==> src/rtl/fetch_stage.sv <==
// -----------------------------------------------------------------------------
// fetch_stage
//
// Instruction-fetch stage plus the IF/ID pipeline register of the pipelined
// ARM core. It holds the program counter and drives the instruction-memory
// address. It captures the fetched word into IF/ID. It also enforces
// hazard-unit freezes and EXE branch squashes on the front of the pipe.
//
// Parameters
//   RESET_PC         PC loaded on reset (bits [1:0] must be zero)
//
// Ports
//   clk              pipeline clock, rising-edge
//   rst_n            asynchronous active-low reset
//   hazard_detected  freeze: PC and IF/ID hold
//   branch_taken     redirect: PC <= target, IF/ID flushed to a bubble
//   branch_address   redirect target (bits [1:0] ignored)
//   imem_addr        instruction-memory address (= PC register)
//   imem_rdata       instruction word, combinational from imem_addr
//   if_id_pc         PC+4 of the captured instruction
//   if_id_instr      captured instruction word
//   if_id_valid      captured instruction is real (0 = bubble)
//   fetch_state      0 RESET_FILL, 1 RUN, 2 STALL, 3 REDIRECT
//   stall_count      saturating freeze-cycle count   (STALL_COUNTER_EN)
//   flush_count      saturating redirect count       (STALL_COUNTER_EN)
//
// Build option
//   STALL_COUNTER_EN  when defined, adds the stall/flush counters and ports.
// -----------------------------------------------------------------------------
module fetch_stage #(
    parameter logic [31:0] RESET_PC = 32'h0000_0000
) (
    input  logic        clk,
    input  logic        rst_n,
    input  logic        hazard_detected,
    input  logic        branch_taken,
    input  logic [31:0] branch_address,
    output logic [31:0] imem_addr,
    input  logic [31:0] imem_rdata,
    output logic [31:0] if_id_pc,
    output logic [31:0] if_id_instr,
    output logic        if_id_valid,
    output logic [1:0]  fetch_state
`ifdef STALL_COUNTER_EN
    ,
    output logic [31:0] stall_count,
    output logic [15:0] flush_count
`endif
);

    typedef enum logic [1:0] {
        RESET_FILL = 2'd0,
        RUN        = 2'd1,
        STALL      = 2'd2,
        REDIRECT   = 2'd3
    } state_t;

    state_t      state_q;
    state_t      state_d;

    logic [31:0] pc_p0;
    logic [31:0] pc_plus4;
    logic [31:0] branch_target;

    logic [31:0] instr_p1;
    logic [31:0] pc_p1;
    logic        vld_p1;

    // Wraps modulo 2^32 naturally: 32'hFFFF_FFFC + 4 = 0.
    assign pc_plus4      = pc_p0 + 32'd4;
    // Masking (rather than slicing) keeps every address bit in use.
    assign branch_target = branch_address & 32'hFFFF_FFFC;

    // ---- stage p0: program counter (IF) ----
    // Branch beats freeze: the frozen instruction in ID is squashed anyway.
    always_ff @(posedge clk or negedge rst_n) begin
        if (!rst_n) begin
            pc_p0 <= RESET_PC;
        end else if (branch_taken) begin
            pc_p0 <= branch_target;
        end else if (!hazard_detected) begin
            pc_p0 <= pc_plus4;
        end
    end

    assign imem_addr = pc_p0;

    // ---- stage p1: IF/ID register ----
    always_ff @(posedge clk or negedge rst_n) begin
        if (!rst_n) begin
            instr_p1 <= 32'd0;
            pc_p1    <= 32'd0;
            vld_p1   <= 1'b0;
        end else if (branch_taken) begin
            instr_p1 <= 32'd0;
            pc_p1    <= 32'd0;
            vld_p1   <= 1'b0;
        end else if (!hazard_detected) begin
            instr_p1 <= imem_rdata;
            pc_p1    <= pc_plus4;
            vld_p1   <= 1'b1;
        end
    end

    assign if_id_instr = instr_p1;
    assign if_id_pc    = pc_p1;
    assign if_id_valid = vld_p1;

    // FSM state register
    always_ff @(posedge clk or negedge rst_n) begin
        if (!rst_n) begin
            state_q <= RESET_FILL;
        end else begin
            state_q <= state_d;
        end
    end

    // FSM next state: every state follows the same priority, so RESET_FILL
    // leaves on its first edge and REDIRECT repeats while branch_taken stays high.
    always_comb begin
        state_d = RUN;
        if (branch_taken) begin
            state_d = REDIRECT;
        end else if (hazard_detected) begin
            state_d = STALL;
        end
    end

    // FSM outputs
    always_comb begin
        fetch_state = state_q;
    end

`ifdef STALL_COUNTER_EN
    function automatic logic [31:0] sat_inc32(input logic [31:0] v);
        return (v == 32'hFFFF_FFFF) ? v : v + 32'd1;
    endfunction

    function automatic logic [15:0] sat_inc16(input logic [15:0] v);
        return (v == 16'hFFFF) ? v : v + 16'd1;
    endfunction

    logic [31:0] stall_cnt_q;
    logic [15:0] flush_cnt_q;

    // A freeze overridden by a branch is not counted as a stall cycle.
    always_ff @(posedge clk or negedge rst_n) begin
        if (!rst_n) begin
            stall_cnt_q <= 32'd0;
            flush_cnt_q <= 16'd0;
        end else begin
            if (hazard_detected && !branch_taken) begin
                stall_cnt_q <= sat_inc32(stall_cnt_q);
            end
            if (branch_taken) begin
                flush_cnt_q <= sat_inc16(flush_cnt_q);
            end
        end
    end

    assign stall_count = stall_cnt_q;
    assign flush_count = flush_cnt_q;
`endif

endmodule

==> config.mk <==
export PLATFORM = sky130hd
export DESIGN_NAME = fetch_stage
export DESIGN_NICKNAME = d
export VERILOG_FILES = /design/src/rtl/fetch_stage.sv
export SDC_FILE = /design/constraint.sdc
export NUM_CORES = 1
export LEC_CHECK = 0
export ABC_CLOCK_PERIOD_IN_PS = 2000
export CORE_ASPECT_RATIO = 0.6
export CORE_MARGIN = 2
export CORE_UTILIZATION = 41
export DETAILED_ROUTE_END_ITERATION = 7
export PLACE_DENSITY = 0.76
export SYNTH_ARGS = -nofsm -noshare
export SYNTH_HDL_FRONTEND = slang
export SYNTH_SLANG_ARGS = --single-unit
==> constraint.sdc <==
create_clock -name clk -period 2 [get_ports clk]
set_input_delay 0.5 -clock clk [delete_from_list [all_inputs] [get_ports clk]]
set_output_delay 0.5 -clock clk [all_outputs]
set_load 0.02 [all_outputs]
==> metrics.cfg <==
[die]
core_um2=11400
rows=30
io_pins=167
fp.dieW_um=145
die_y_um=88.5
start_util_pct=42.7
die_area_um2=12800

[run_status]
status=complete, no violations

[critical_path]
crit_path_top_delay_cell=or4_4
cp-start-kind=register
cpPeakStageDelay_ns=0.58
crit_buf_inv=0
cp_top_family=simple AND/OR/NAND/NOR gates
critical_path_arrival_ns=2.23
path_cells=ha_4, nand3_4, or4_4, or4b_1, o2111a_1
end_kind=register
cp_max_fo=7
worstSetupPathType=reg -> reg
critPathRequiredTime_ns=2.23

[logic_synthesis]
syn_area_per_cell_um2=9.58
yosysWarnings=0
ys_dominant_reg_cell=dfrtp_1
async_flop_share_pct=100
synthTopCellsByCount=96 x dfrtp_1, 73 x nor2_1, 40 x nand2_1
synth_top_cell_area_share_pct=49.2
syn_inst=510
yosys.cell_types.count=50
synth.area.top_cells=dfrtp_1 49%, mux2i_1 6.6%, nor2_1 5.6%
yosysSeqAreaShare_pct=49.2
yosysMostFrequentCell=dfrtp_1
synth_seq_cells=96
synth_area_um2=4880
synth_area_leader_cell=dfrtp_1
synth_edf_count=0

[placement]
dp_hpwl_mm=11.3
gp_congestion=0.892
portBuffers=162

[timing]
max_slew_margin_pct=56.6
fin_crit_ns=1.99
slew_violations=0
fin_skew_ns=0.00885
period_share_pct=99.7
setup_viol=0
setup-tns-final_ns=0
rsz0062_at_grt=true
clock.fmax_mhz=502
finalHoldViolations=0
tightest_slew_ns=0.651

[cts]
clockBufferDepth=2
clock_latency_ns=0.35
cts_made_buffers=9
clk_pin_slew_ns=0.07
cts_sinks=96
cts_tree=done
htreeDepth=3
clockRootBuffer=clkbuf_16

[power_and_ir_drop]
power_density_nw_per_um2=726
leakagePower_nw=3.20
irDropWorstVdd_mv=0.450

[job]
maxCapViolations=0

[worst_hold_path]
worstHoldPathType=in -> async

[routing]
drc=0
drt-initial-drc-count=272
post_drt_wl_per_cell_um=17.6
vias=4753
drt_pass1_iterations=4
viasPerCell=5.41
totalWireLength_mm=15.4
antenna_left=0

[final_layout]
fillCellCount=901
diodes=0
seq_area_um2=2430
area.growth.synth_to_final_pct=54.6
finish.utilization_pct=65.9
multiInputGateArea_um2=2320
layout-drive-gt1-share_pct=19.4
fin_nets=782

[grt]
grt_usage_pct=24.5
grt_pass1_vias=4683
grt_pass1_wl_mm=24.2
overflow=0
grt_max_degree=97
antenna_found_initial=0

[per-layer routing]
metal	vias up	track usage (%)	wire, um
met5	-	0	0
met4	0	5.12	108
met3	11	6.87	1320
met2	190	36.4	6850
met1	2321	35.8	7140
li1	2231	-	-
[repair_timing]
item / 4_1_cts / 5_1_grt
gates resized for setup: 19 / 14
endpoints found under the setup margin: 17 / 25
gates cloned: 1 / 0
pin swaps: 5 / 10
hold buffers: 0 / 0
buffers inserted: 2 / 4
[worst reg2reg max path, delay by kind of cell, from the launching register on]
kind,cells,cell delay [ns]
adder cells (fa/ha/maj),1,0.16
flip-flops,1,0.41
AND/OR/NAND/NOR,3,1.17
AO/OA/AOI/OAI,1,0.14
[stage by stage]
stage                     setup WS (ns)  area, um^2  total power, W  cells  hold slack (ns)
final                           0.00678        7550         0.00548    878            0.202
after detailed placement         -0.105        7120         0.00351    855            0.472
after CTS                      -0.00294        7480         0.00550    874            0.233
after global placement          -0.0756        7120         0.00348    855            0.466
after floorplan                 -0.0658        5030         0.00284    511            0.204
after global routing            -0.0524        7550         0.00571    878            0.234
[where the power goes]
part,switching [W],internal [W],leakage (nW),total [W]
logic,0.000646,0.000606,1.84,0.00125
registers,0.000130,0.00209,1.20,0.00222
clock network,0.000776,0.00123,0.163,0.00201
total,0.00155,0.00393,3.20,0.00548
[flip-flops by register name, summed over array words and instances (netlist names)]
| name | cells |
|---|---|
| if_id_pc | 31 |
| if_id_instr | 32 |
| fetch_state | 2 |
| if_id_valid | 1 |
| imem_addr | 30 |
[final timing paths]
kind	start	endpoint	slack, ns	cells past startpoint
max in group asynchronous	rst_n	imem_addr[3]	1.36	2
setup reg to reg	imem_addr[2]	if_id_pc[30]	0.007	5
hold / removal	rst_n	if_id_pc[21]	0.20	2
min in group clk	hazard_detected	if_id_pc[6]	0.44	3
setup / recovery	imem_addr[2]	if_id_pc[30]	0.007	5
hold reg to reg	if_id_valid	if_id_valid	0.49	1
[layout make-up]
class | count | share of cell area [%]
well taps | 160 | 2.65
clock buffers | 10 | 3.03
repair buffers | 237 | 29.4
flip-flops and latches | 96 | 32.2
clock inverters | 6 | 1.52
inverters | 11 | 0.547
multi-input cells | 358 | 30.7
[layout by cell type, fill, tap and decap left out, types with 4 or more instances in the layout]
cell             synthesis  final
a211oi_1                10     10
a21oi_1                  8      8
a311oi_1                 8      7
a31oi_1                  8      8
and3_1                   5      5
buf_12                   0      4
buf_4                    5     70
clkbuf_16                0      9
clkdlybuf4s50_1          0    137
dfrtp_1                 96     74
dfrtp_2                  0     22
dlygate4sd2_1            0     16
dlymetal6s2s_1           0      5
inv_1                   10     10
mux2i_1                 32     32
nand2_1                 40     40
nand3_1                 19     16
nand4_1                 18     18
nor2_1                  73     73
nor3_1                   4      4
nor4_1                   8      8
o211ai_1                 6      6
o21ai_0                 27     27
or3_1                   13      9
or3_4                    0      4
or4_1                   13     11
or4_4                    3      6
xnor2_1                 15     15
xor2_1                  11     11
[kinds of logic after synthesis]
| group | count (synthesis) | share of synthesized area (%) |
|---|---|---|
| and+or+nand+nor | 212 | 22.4 |
| DFF | 96 | 49.2 |
| AOI/OAI and AO/OA | 85 | 11.8 |
| buffers and inverters | 57 | 5.10 |
| muxes | 32 | 6.56 |
| xor gates and xnor gates | 26 | 4.66 |
| adders and majority gates | 1 | 0.256 |
| other | 1 | 0.0768 |
(Power assumes the default switching activity.)
